--- config.mk ---
export PLATFORM = sky130hd
export DESIGN_NAME = conditional_router_2x8
export DESIGN_NICKNAME = d
export VERILOG_FILES = /design/src/rtl/pt_feedback_pkg.sv /design/src/rtl/sat_trunc.sv /design/src/rtl/conditional_router_2x8.sv
export SDC_FILE = /design/constraint.sdc
export NUM_CORES = 1
export LEC_CHECK = 0
export CAP_MARGIN = 20
export CORE_ASPECT_RATIO = 0.6
export CORE_UTILIZATION = 50
export CTS_BUF_LIST = sky130_fd_sc_hd__clkbuf_4
export DETAILED_ROUTE_END_ITERATION = 10
export PLACE_DENSITY = 0.76
export SYNTH_ARGS = -nofsm -noshare
export SYNTH_HDL_FRONTEND = slang
export SYNTH_SLANG_ARGS = --single-unit
--- constraint.sdc ---
create_clock -name clk_i -period 2.05 [get_ports clk_i]
set_clock_uncertainty 0.05 [all_clocks]
set_input_delay 0.41 -clock clk_i [delete_from_list [all_inputs] [get_ports clk_i]]
set_output_delay 0.41 -clock clk_i [all_outputs]
set_load 0.02 [all_outputs]
--- src/rtl/pt_feedback_pkg.sv ---
// Shared types for the pt_feedback routing path: route codes and the
// route-change FSM states.
package pt_feedback_pkg;

  localparam logic [1:0] ROUTE_OFF = 2'b00;
  localparam logic [1:0] ROUTE_D0  = 2'b01;
  localparam logic [1:0] ROUTE_D1  = 2'b10;
  localparam logic [1:0] ROUTE_SUM = 2'b11;

  localparam int NUM_OUT = 8;

  typedef enum logic [1:0] {
    IDLE,
    MUTE,
    APPLY,
    SETTLE
  } state_e;

endpackage

--- src/rtl/sat_trunc.sv ---
// Signed width reduction: clamps to the OUT_W range and flags any clipping.
module sat_trunc #(
  parameter int IN_W  = 18,
  parameter int OUT_W = 14
) (
  input  logic signed [IN_W-1:0]  i_data,
  output logic signed [OUT_W-1:0] o_data,
  output logic                    o_sat
);

  // The value fits when every bit above the output sign bit copies it.
  logic [IN_W-OUT_W:0] w_hi;
  assign w_hi  = i_data[IN_W-1:OUT_W-1];
  assign o_sat = !((&w_hi) || !(|w_hi));

  always_comb begin
    o_data = i_data[OUT_W-1:0];
    if (o_sat) begin
      if (i_data[IN_W-1]) o_data = {1'b1, {(OUT_W-1){1'b0}}};
      else                o_data = {1'b0, {(OUT_W-1){1'b1}}};
    end
  end

endmodule

--- src/rtl/conditional_router_2x8.sv ---
// Routes two signed sums onto eight saturated channels with click-free route changes.
// Define CONDITIONAL_ROUTER_STICKY_SAT_EN for sticky sat_o bits with sat_clear_i.
module conditional_router_2x8
  import pt_feedback_pkg::*;
#(
  parameter int INPUT_WIDTH  = 17,
  parameter int OUTPUT_WIDTH = 14,
  parameter int MUTE_CYCLES  = 16
) (
  input  logic                           clk_i,
  input  logic                           rst_ni,
  input  logic [15:0]                    route_sel_i,
  input  logic                           cfg_valid_i,
  output logic                           cfg_ready_o,
`ifdef CONDITIONAL_ROUTER_STICKY_SAT_EN
  input  logic                           sat_clear_i,
`endif
  input  logic signed [INPUT_WIDTH-1:0]  data0_i,
  input  logic signed [INPUT_WIDTH-1:0]  data1_i,
  output logic signed [OUTPUT_WIDTH-1:0] data0_o,
  output logic signed [OUTPUT_WIDTH-1:0] data1_o,
  output logic signed [OUTPUT_WIDTH-1:0] data2_o,
  output logic signed [OUTPUT_WIDTH-1:0] data3_o,
  output logic signed [OUTPUT_WIDTH-1:0] data4_o,
  output logic signed [OUTPUT_WIDTH-1:0] data5_o,
  output logic signed [OUTPUT_WIDTH-1:0] data6_o,
  output logic signed [OUTPUT_WIDTH-1:0] data7_o,
  output logic [NUM_OUT-1:0]             sat_o
);

  localparam int SW = INPUT_WIDTH + 1;
  localparam int CW = (MUTE_CYCLES > 1) ? $clog2(MUTE_CYCLES) : 1;

  function automatic logic signed [SW-1:0] route_mux(
    input logic [1:0]                   code,
    input logic signed [INPUT_WIDTH-1:0] a,
    input logic signed [INPUT_WIDTH-1:0] b
  );
    logic signed [SW-1:0] ea;
    logic signed [SW-1:0] eb;
    ea = {a[INPUT_WIDTH-1], a};
    eb = {b[INPUT_WIDTH-1], b};
    case (code)
      ROUTE_D0:  route_mux = ea;
      ROUTE_D1:  route_mux = eb;
      ROUTE_SUM: route_mux = ea + eb;
      default:   route_mux = '0;
    endcase
  endfunction

  state_e                   r_state;
  logic [15:0]              r_active;
  logic [15:0]              r_pending;
  logic [NUM_OUT-1:0]       r_mask;
  logic [CW-1:0]            r_cnt;
  logic                     r_cfg_ready;

  logic signed [SW-1:0]           r_sum_p1  [NUM_OUT];
  logic signed [OUTPUT_WIDTH-1:0] r_data_p2 [NUM_OUT];
  logic [NUM_OUT-1:0]             r_sat_p2;

  logic signed [OUTPUT_WIDTH-1:0] w_trunc [NUM_OUT];
  logic [NUM_OUT-1:0]             w_clip;
  logic [NUM_OUT-1:0]             w_diff;
  logic [NUM_OUT-1:0]             w_mute;
  logic [NUM_OUT-1:0]             w_sat_new;
  logic                           w_xfer;

  assign w_xfer    = cfg_valid_i && r_cfg_ready;
  assign w_mute    = (r_state != IDLE) ? r_mask : '0;
  assign w_sat_new = w_clip & ~w_mute;

  for (genvar k = 0; k < NUM_OUT; k++) begin : g_ch
    assign w_diff[k] = (route_sel_i[2*k +: 2] != r_active[2*k +: 2]);

    sat_trunc #(
      .IN_W  (SW),
      .OUT_W (OUTPUT_WIDTH)
    ) u_sat (
      .i_data (r_sum_p1[k]),
      .o_data (w_trunc[k]),
      .o_sat  (w_clip[k])
    );
  end

  // Route-change FSM: only outputs whose code changes are muted.
  always_ff @(posedge clk_i or negedge rst_ni) begin
    if (!rst_ni) begin
      r_state     <= IDLE;
      r_active    <= '0;
      r_pending   <= '0;
      r_mask      <= '0;
      r_cnt       <= '0;
      r_cfg_ready <= 1'b1;
    end else begin
      case (r_state)
        IDLE: begin
          if (w_xfer && (w_diff != '0)) begin
            r_pending   <= route_sel_i;
            r_mask      <= w_diff;
            r_cnt       <= CW'(MUTE_CYCLES - 1);
            r_state     <= MUTE;
            r_cfg_ready <= 1'b0;
          end
        end
        MUTE: begin
          if (r_cnt == '0) r_state <= APPLY;
          else             r_cnt   <= r_cnt - CW'(1);
        end
        APPLY: begin
          r_active <= r_pending;
          r_state  <= SETTLE;
        end
        SETTLE: begin
          r_state     <= IDLE;
          r_mask      <= '0;
          r_cfg_ready <= 1'b1;
        end
        default: begin
          r_state     <= IDLE;
          r_cfg_ready <= 1'b1;
        end
      endcase
    end
  end

  // Stage p1: select/sum; stage p2: saturate and mute.
  always_ff @(posedge clk_i or negedge rst_ni) begin
    if (!rst_ni) begin
      for (int k = 0; k < NUM_OUT; k++) begin
        r_sum_p1[k]  <= '0;
        r_data_p2[k] <= '0;
      end
      r_sat_p2 <= '0;
    end else begin
      for (int k = 0; k < NUM_OUT; k++) begin
        r_sum_p1[k]  <= route_mux(r_active[2*k +: 2], data0_i, data1_i);
        r_data_p2[k] <= w_mute[k] ? '0 : w_trunc[k];
      end
`ifdef CONDITIONAL_ROUTER_STICKY_SAT_EN
      r_sat_p2 <= (r_sat_p2 & ~{NUM_OUT{sat_clear_i}}) | w_sat_new;
`else
      r_sat_p2 <= w_sat_new;
`endif
    end
  end

  assign cfg_ready_o = r_cfg_ready;
  assign sat_o       = r_sat_p2;
  assign data0_o     = r_data_p2[0];
  assign data1_o     = r_data_p2[1];
  assign data2_o     = r_data_p2[2];
  assign data3_o     = r_data_p2[3];
  assign data4_o     = r_data_p2[4];
  assign data5_o     = r_data_p2[5];
  assign data6_o     = r_data_p2[6];
  assign data7_o     = r_data_p2[7];

endmodule

==> results.md, run 1 <==
- The via count of the routed design is between 10k and 15k.
- The number of register bits inferred by synthesis is 311.
- The met1 layer wirelength in the final routing is about 19000 µm.
- After floorplanning, the core was divided into 46 placement rows.
- On the worst path, the slowest cell contributes a delay of 0.35 ns.
- Summed over all cells, the static leakage comes to 9.30 nW.
- Synthesis produced a netlist whose cell count is 1209.
- The antenna diode count is 0.
- The post-detailed-route DRC marker count is 0.
- The critical register-to-register path startpoint is r_active[9].
- The slew at the pin with the worst max-slew slack is about 1.1 ns.
- The clock tree root driver cell is sky130_fd_sc_hd__clkbuf_4.
- The critical setup path kind is input port to flop.
- The wire-length estimate of the detail-placed layout is 30100 µm.
- The cell count of the worst hold path is 3.
- The count of max-cap constraint violations is 0.
- The startpoint of the worst hold path is data1_i[0].
- The headroom to the max-slew limit is 0.258.
- In the post-route analysis, the smallest setup slack over all paths is -0.00961 ns.
- The synthesized net count is 1285.
- The number of max-slew violations in the final report was 0.
- The number of nets in the final layout is approximately 1.6k.
- Of the available clock period, the critical path in the final layout requires 1.00.
- The highest clock frequency the design can meet is between 400 and 500 MHz.
- For the worst flop-to-flop path, the logic depth is 6.
- The mean area per synthesized cell is around 11 µm².
- The initial antenna violation count was 0.
- The terminus of the critical flop-to-flop path is r_pending[0].
- The switching power share of the total is 0.262.
- The slowest stage of the critical path is the sky130_fd_sc_hd__o31a_1 cell.
- The count of port buffers added during placement is 173.
- Data arrives at the worst endpoint at ~2.6 ns.
- Subtracting the final worst setup slack from the clock period gives 2.06 ns.
- The maximum number of pins on one net before global-route repair is 61.
- The congestion estimate from routability-driven global placement came to 0.938.
- Total power for the finished layout comes to 0.0125 W.
- After global routing the overflow that remains totals 0.
- The maximum ir drop on the vdd rail is 337 µV.
- The cell area after synthesis is 13700 µm².
- Setup repair after global routing could not meet its margin everywhere.
- The via count of the first global-routing pass is 11.3k.
- Once layout is done, the placed cells without fillers occupy 18200 µm².
- In this run the worst path has a maximum fanout of 4.
- Of the synthesized area, sequential elements account for 0.569.
- Setup violations remaining at the end of the flow were counted as 2.
- Of the cells placed in the final design, the portion with a size suffix greater than 1 is 0.290.
- After detailed routing, the met3 layer carries 5440 µm of wire.
- The layout-stage area growth over the synthesis result is 33.0%.
- The total detailed-routing wirelength is between 40000 and 50000 µm.
- After detailed routing, the number of vias per cell comes to 5.84.
- The largest area contributor in the netlist is sky130_fd_sc_hd__dfrtp_1.
- The H-tree generated during clock tree synthesis spans 3 levels.
- The worst register-to-register path has a setup slack of 0.01 ns.
- Synthesis instantiated 50 different standard cells from the library.
- The required time of the critical path is 2.56 ns.
- The areal power density over the cells is a little under 700 nW/µm².
- The number of flops mapped to enable cells by yosys is 0.
- The run finished, with violations left.
- For this run, the total global-route usage over all layers was measured as 0.311.
- The area of the core region is 26600 µm².
- The count of yosys warnings during synthesis is 0.
- The detail route stage leaves a number of antenna-violating nets equal to 0.
- Dividing the detail-routed wire length by the instance count gives 22.2 µm.
- The total die area is 28000 µm².
- The die is roughly 130 µm tall.
- The first global-routing pass estimated 65000 µm of wire.
- The main flop type after synthesis is sky130_fd_sc_hd__dfrtp_1.
- The clock-pin transition on the worst setup and hold timing paths is 0.07 ns.
- The uppermost metal layer occupied by signal nets is met4.
- The clock share of power is 0.389.
- The initial cell density of the core is 0.513.
- The checks that failed: negative setup slack.
- The clock sink total is 311.
- The switching power total is around 0.0033 W.
- The final count of hold timing violations is 0.
- Of the total power, registers draw 0.490.
- After synthesis, the cell types taking the most area are sky130_fd_sc_hd__dfrtp_1, sky130_fd_sc_hd__mux2_2, sky130_fd_sc_hd__o21a_1, sky130_fd_sc_hd__a22o_1, sky130_fd_sc_hd__nand2_1.
- The number of placed I/O pins is 174.
- Traced cell by cell, the critical path runs through dlygate4sd2_1, ha_1, a21oi_2, nor2_2, nor3_2, o31a_1, o21ai_2, xnor2_2, buf_4, o221ai_1.
- The first routing iteration left 1220 violations.
- The number of iterations in the first detailed-routing pass is 8.
- TritonCTS created between 70 and 80 clock buffers.
- The maximum clock insertion buffer count is 3.
- STA classifies the critical path endpoint as a flop.
- The top cell type's share of synthesized area is 0.567.
- The cell internal power dissipation is 0.00925 W.
- The kind of launch point of the worst setup path is an input port.
- TritonCTS built the clock tree.
- For hold timing, the worst endpoint is r_sum_p1[126].
- The min-delay analysis places its worst path in the category input port to flop.
- The fraction of synthesis flops using an asynchronous set or reset pin is 1.00.
- The clock reaches the later pin of the worst-skew pair after slightly above 0.7 ns.
- The chip width is 215 µm.
- Once placement finished, the instance area stood at ~17000 µm².
- After detailed routing, the met2 layer carries 17800 µm of wire.
- Of the total power, combinational logic draws 0.122.
==> registers in the layout, indices dropped and copies added (netlist names), 14 cells and up <==
register	flops
r_active	16
data3_o	14
data4_o	14
r_pending	16
data6_o	14
data5_o	14
data0_o	14
data7_o	14
r_sum_p1	144
data2_o	14
data1_o	14
==> timing repair <==
item                                   CTS  global route
endpoints found under the hold margin  180             0
cloned                                   1             0
setup endpoints to repair              270           136
pin swaps                               16            25
hold buffers                             1             0
setup buffers                            5             1
resized for setup                      169            67
==> metal layers <==
metal	track usage	up-vias
met3	0.103	89
met2	0.431	707
li1	-	4994
met4	0.0822	0
met1	0.464	5531
met5	0	-
==> logic make-up after synthesis <==
| kind of cell | synth area share |
|---|---|
| adders and majority gates | 0.0216 |
| AOI/OAI and AO/OA | 0.198 |
| xor gates and xnor gates | 0.0214 |
| buffers and inverters | 0.0309 |
| and+or+nand+nor | 0.0875 |
| muxes | 0.0717 |
| DFF | 0.569 |
==> final cells by class <==
class,instances,area [µm²]
clock inverter,10,71.3
multi-input combinational,788,5980
inverter,14,57.6
sequential,311,7780
tap,360,450
clock buffer,106,796
timing repair buffer,348,3040
fill,2028,8470
==> Yosys cell counts, types with 27 or more instances <==
| cell | count |
|---|---|
| sky130_fd_sc_hd__o221ai_1 | 33 |
| sky130_fd_sc_hd__buf_1 | 27 |
| sky130_fd_sc_hd__clkbuf_1 | 63 |
| sky130_fd_sc_hd__a21oi_1 | 75 |
| sky130_fd_sc_hd__dfrtp_1 | 310 |
| sky130_fd_sc_hd__nor2_1 | 77 |
| sky130_fd_sc_hd__nand2_1 | 108 |
| sky130_fd_sc_hd__o21ai_1 | 27 |
| sky130_fd_sc_hd__o21a_1 | 106 |
| sky130_fd_sc_hd__a22o_1 | 64 |
| sky130_fd_sc_hd__o21ai_0 | 38 |
| sky130_fd_sc_hd__mux2_2 | 87 |
==> power groups by stage <==
stage          Sequential (W)  Clock, W  Combinational, W
2_1_floorplan         0.00625         0          0.000516
5_1_grt               0.00613   0.00529           0.00159
4_1_cts               0.00613   0.00494           0.00141
3_3_place_gp          0.00625         0           0.00135
3_5_place_dp          0.00625         0           0.00138
6_report              0.00613   0.00487           0.00153
==> through the flow <==
step,hold WS [ns],utilization,instances,TNS (ns),setup WS (ns)
2_1_floorplan,0.0644,-,1209,-8.86,-0.270
3_3_place_gp,0.327,0.636,1806,-119.65,-1.00
3_5_place_dp,0.330,0.638,1809,-125.33,-1.06
4_1_cts,0.166,0.671,1932,-0.0164,-0.0164
5_1_grt,0.157,0.682,1937,-1.69,-0.0982
6_report,0.171,0.682,1937,-0.0130,-0.00961
==> worst max-delay path by stage <==
stage	depth (start not counted)	start	to	slack (ns)
floorplan	10	data0_i[1]	r_sum_p1[122]	-0.27
global placement	13	data0_i[0]	r_sum_p1[84]	-1.00
detailed placement	13	data0_i[0]	r_sum_p1[84]	-1.06
CTS	9	r_active[2]	r_cnt[0]	-0.02
global route	7	r_active[0]	r_pending[0]	-0.1
finish	10	data0_i[1]	r_sum_p1[29]	-0.01
==> worst max-delay path, delay by kind of cell <==
family	cells	cell delay [ns]
compound gates	4	0.83
buf+inv	2	0.46
fa+ha+maj	1	0.32
simple gates	2	0.31
xor+xnor	1	0.23
==> placed cells by master (no fill, tap or decap), types with 14 or more instances in the layout <==
master                            count
sky130_fd_sc_hd__a21oi_1             65
sky130_fd_sc_hd__dfrtp_1            310
sky130_fd_sc_hd__o21ai_0             19
sky130_fd_sc_hd__o21a_1             106
sky130_fd_sc_hd__nor2_1              71
sky130_fd_sc_hd__o221ai_1            30
sky130_fd_sc_hd__clkbuf_4           106
sky130_fd_sc_hd__nor2b_1             21
sky130_fd_sc_hd__buf_4              153
sky130_fd_sc_hd__buf_6               14
sky130_fd_sc_hd__a22o_1              64
sky130_fd_sc_hd__mux2_2              82
sky130_fd_sc_hd__clkdlybuf4s50_1     26
sky130_fd_sc_hd__o21ai_1             43
sky130_fd_sc_hd__dlygate4sd2_1      135
sky130_fd_sc_hd__nand2_1            105
Note: power is estimated with default switching activity, not from simulation.
==> run 2, diff against run 1 <==
==> constraint.sdc (replaced) <==
create_clock -name clk_i -period 2.05 [get_ports clk_i]
set_clock_uncertainty 0.05 [all_clocks]
set_input_delay 0.41 -clock clk_i [delete_from_list [all_inputs] [get_ports clk_i]]
set_output_delay 0.41 -clock clk_i [all_outputs]
set_load 0.1 [all_outputs]
==> run 2 against run 1 <==
  * The run now ends clean
  * Cell count grew 0.93%
  * Sequential cell count is the same
  * Cell area shrank 0.26%
  * Sequential share of layout area grew 0.12 points
  * Critical path depth is the same
  * Via count is essentially flat
  * Clock-buffer cell count grew 7
  * Sequential power is essentially flat
  * Critical path type unchanged
  * Critical endpoint is now r_sum_p1[86]
  * Largest cell class unchanged
==> results.md, run 2 (synthesized netlist as in run 1, its figures left out) <==
- The worst-case IR drop observed on VDD is 346 µV.
- The floorplan step defined a core boundary enclosing ~27000 µm².
- After detailed routing, the average wire length per cell comes to 21.9 µm.
- Compared with the post-synthesis result, the final layout area differs by 32.6%.
- The final count of hold timing violations was 0.
- Of the available clock period, the critical path in the final layout requires 0.994.
- STA classifies the critical path endpoint as a flop.
- The number of filler cells placed in the layout is 1981.
- The highest clock frequency the design can meet is approximately 490 MHz.
- Measured along the x axis, the die boundary spans around 220 µm.
- The post-detailed-route DRC marker count is 0.
- Detailed routing placed a total of 18100 µm of wire on met2.
- In the final layout, the registers with the most flip-flops are r_sum_p1 (144), r_active (16), r_pending (16).
- In this run, the number of DRC markers left after iteration 0 of detailed routing was 1142.
- The register with the most flip-flops in the layout has 144 of them.
- The first-pass GRT wire length is ~65000 µm.
- Across every metal layer, demand over resource in global routing totals 0.309.
- For the worst setup path, the data arrival time is 2.58 ns.
- Of the total power, registers draw 0.479.
- The share of the core filled with cells in the final layout is 0.680.
- The most common cell after layout, fill and taps aside is sky130_fd_sc_hd__dfrtp_1.
- The switching power total is 0.00338 W.
- The number of standard cells in the layout, taps in and fillers out is 1955.
- By startpoint and endpoint, the worst setup path is classified as input port to flop.
- The largest fanout of any net on the critical path is 8.
- TritonCTS built the clock tree.
- For the pin with the worst max-slew slack, the measured transition is 1.13 ns.
- Entering global routing, the biggest net connects 61 pins.
- The count of port buffers added during placement is 173.
- The overall power consumption is 0.0128 W.
- The clock period minus final worst setup slack is 2.04 ns.
- In the layout the commonest cells are sky130_fd_sc_hd__dfrtp_1, sky130_fd_sc_hd__buf_4, sky130_fd_sc_hd__clkbuf_4.
- The detailed router used layers up to and including met4.
- The share of total power dissipated in combinational logic is 0.119.
- The insertion delay of the later-clocked pin in the worst-skew pair is approximately 0.7 ns.
- The number of iterations in the first detailed-routing pass is 5.
- The via count of the first global-routing pass is 11.1k.
- The cell family with the largest share of critical-path delay is simple AND/OR/NAND/NOR gates.
- After routing, the total negative slack on setup checks comes to 0 ns.
- Summed over all layers, the global routing overflow is 0.
- The count of max-cap constraint violations is 0.
- Measured against its own limit, the worst slew margin works out to 0.243.
- The flow ran to the end, and the final reports show no timing, DRC or antenna violations.
- The fraction of layout instances using a drive strength above 1 is 0.368.
- Traced cell by cell, the critical path runs through dlygate4sd2_1, ha_4, nand4_1, buf_4, a211oi_2, or4_4, a21oi_4, xor2_2, buf_6, o21ai_2.
- The static leakage is around 9.0 nW.
- The delay of the slowest critical-path stage is 0.58 ns.
- The die height is 130 µm.
- The clock sink total is between 300 and 400.
- The H-tree depth is 3.
- r_sum_p1 holds more flip-flops than any other register.
- After detailed routing, the total wire length is 42900 µm.
- The via count of the routed design is 11.3k.
- Routability-driven placement finished with a final weighted congestion of about 0.96.
- The switching power share of the total is 0.264.
- After detailed routing, the number of vias per cell comes to 5.79.
- The routed length on met3 is 5100 µm.
- CTS placed an instance of sky130_fd_sc_hd__clkbuf_4 at the clock tree root.
- The cell with the largest stage delay on the worst path is sky130_fd_sc_hd__or4_4.
- After legalization and detailed placement, the total HPWL measured 30600 µm.
- The critical path contains buffers and inverters numbering 3 combined.
- The number of cells after detailed placement is 1809.
- Setup violations remaining at the end of the flow were counted as 0.
- The floorplan step defined a die boundary enclosing 28000 µm².
- Of the total power, the clock network draws 0.402.
- The count of antenna-violating nets left after detailed routing is 0.
- In this run the power density over the cells is between 700 and 800 nW/µm².
- 0 antenna diodes ended up in the layout.
- The number of buffers added by the clock tree synthesis step is 76.
- Clock-pin slew was measured on the worst setup and hold paths at 0.07 ns.
- The row count is 46.
- After detailed routing, the wire length on met1 is 19100 µm.
- The maximum clock insertion buffer count is 3.
- STA puts the critical path data required time at 2.59 ns.
- In the final design database the tool counted 1612 nets.
- The initial utilization of the core area, before any placement, comes to 0.513.
- The initial antenna violation count came to 0.
- The type of the tightest min-delay check is input port to flop.
- The kind of launch point of the worst setup path is an input port.
- Internal power comes to 0.00943 W.
- The number of max-slew violations in the final report was 0.
- The number of placed I/O pins is between 150 and 200.
-- run 2: layer usage --
layer | vias to the layer above | global-route usage
met5 | - | 0
met4 | 0 | 0.0780
met3 | 65 | 0.0942
met2 | 658 | 0.437
met1 | 5604 | 0.462
li1 | 4993 | -
-- run 2: cell type report --
type | instances | area (µm²) | share of cell area
Inverter | 14 | 57.6 | 0.00317
Multi-Input combinational cell | 788 | 5980 | 0.330
Clock inverter | 24 | 123 | 0.00676
Clock buffer | 113 | 848 | 0.0468
Sequential cell | 311 | 7780 | 0.429
Timing Repair Buffer | 345 | 2890 | 0.159
Tap cell | 360 | 450 | 0.0248
-- run 2: final timing paths --
kind / end / slack, ns / cells after the start / startpoint
setup / recovery: r_sum_p1[86] / 0.01 / 10 / data0_i[9]
hold / removal: r_sum_p1[90] / 0.11 / 3 / data1_i[0]
setup reg to reg: r_pending[6] / 0.02 / 6 / r_active[4]
hold reg to reg: data3_o[11] / 0.40 / 1 / r_sum_p1[83]
max in group asynchronous: data1_o[9] / 1.06 / 3 / rst_ni
min in group asynchronous: r_pending[15] / 0.20 / 2 / rst_ni
-- run 2: power groups by stage --
stage                     clock network [W]  logic (W)  registers, W
after floorplan                           0   0.000516       0.00625
after global placement                    0    0.00135       0.00625
after detailed placement                  0    0.00138       0.00625
after CTS                           0.00525    0.00143       0.00613
after global routing                0.00559    0.00159       0.00613
final                               0.00515    0.00152       0.00613
-- run 2: what timing repair did --
| action | in CTS | in global routing |
|---|---|---|
| setup buffers | 5 | 3 |
| endpoints found under the hold margin | 109 | 0 |
| setup endpoints to repair | 133 | 139 |
| gates resized for setup | 43 | 77 |
| hold buffers | 1 | 0 |
| pin swaps | 16 | 31 |
-- run 2: through the flow --
| stage | hold slack [ns] | cell area, µm² | worst slack (ns) |
|---|---|---|---|
| global route | 0.0828 | 18100 | -0.0579 |
| finish | 0.110 | 18100 | 0.0133 |
| floorplan | 0.0644 | 13900 | -0.270 |
| detailed placement | 0.350 | 16700 | -1.08 |
| global placement | 0.334 | 16700 | -1.00 |
| CTS | 0.189 | 17800 | -0.00443 |
-- run 2: worst min-delay path, delay by kind of cell --
kind | cells | cell delay [ns]
buffers and inverters | 2 | 0.28
AOI/OAI and AO/OA | 1 | 0.15
==> run 3, diff against run 2 <==
--- a/config.mk
+++ b/config.mk
@@ -5,6 +5,7 @@
 export SDC_FILE = /design/constraint.sdc
 export NUM_CORES = 1
 export LEC_CHECK = 0
+export ABC_AREA = 0
 export CAP_MARGIN = 20
 export CORE_ASPECT_RATIO = 0.6
 export CORE_UTILIZATION = 50
==> results of run 3 <==
Same layout as run 2: the final DEF is identical, and so are final timing and power.
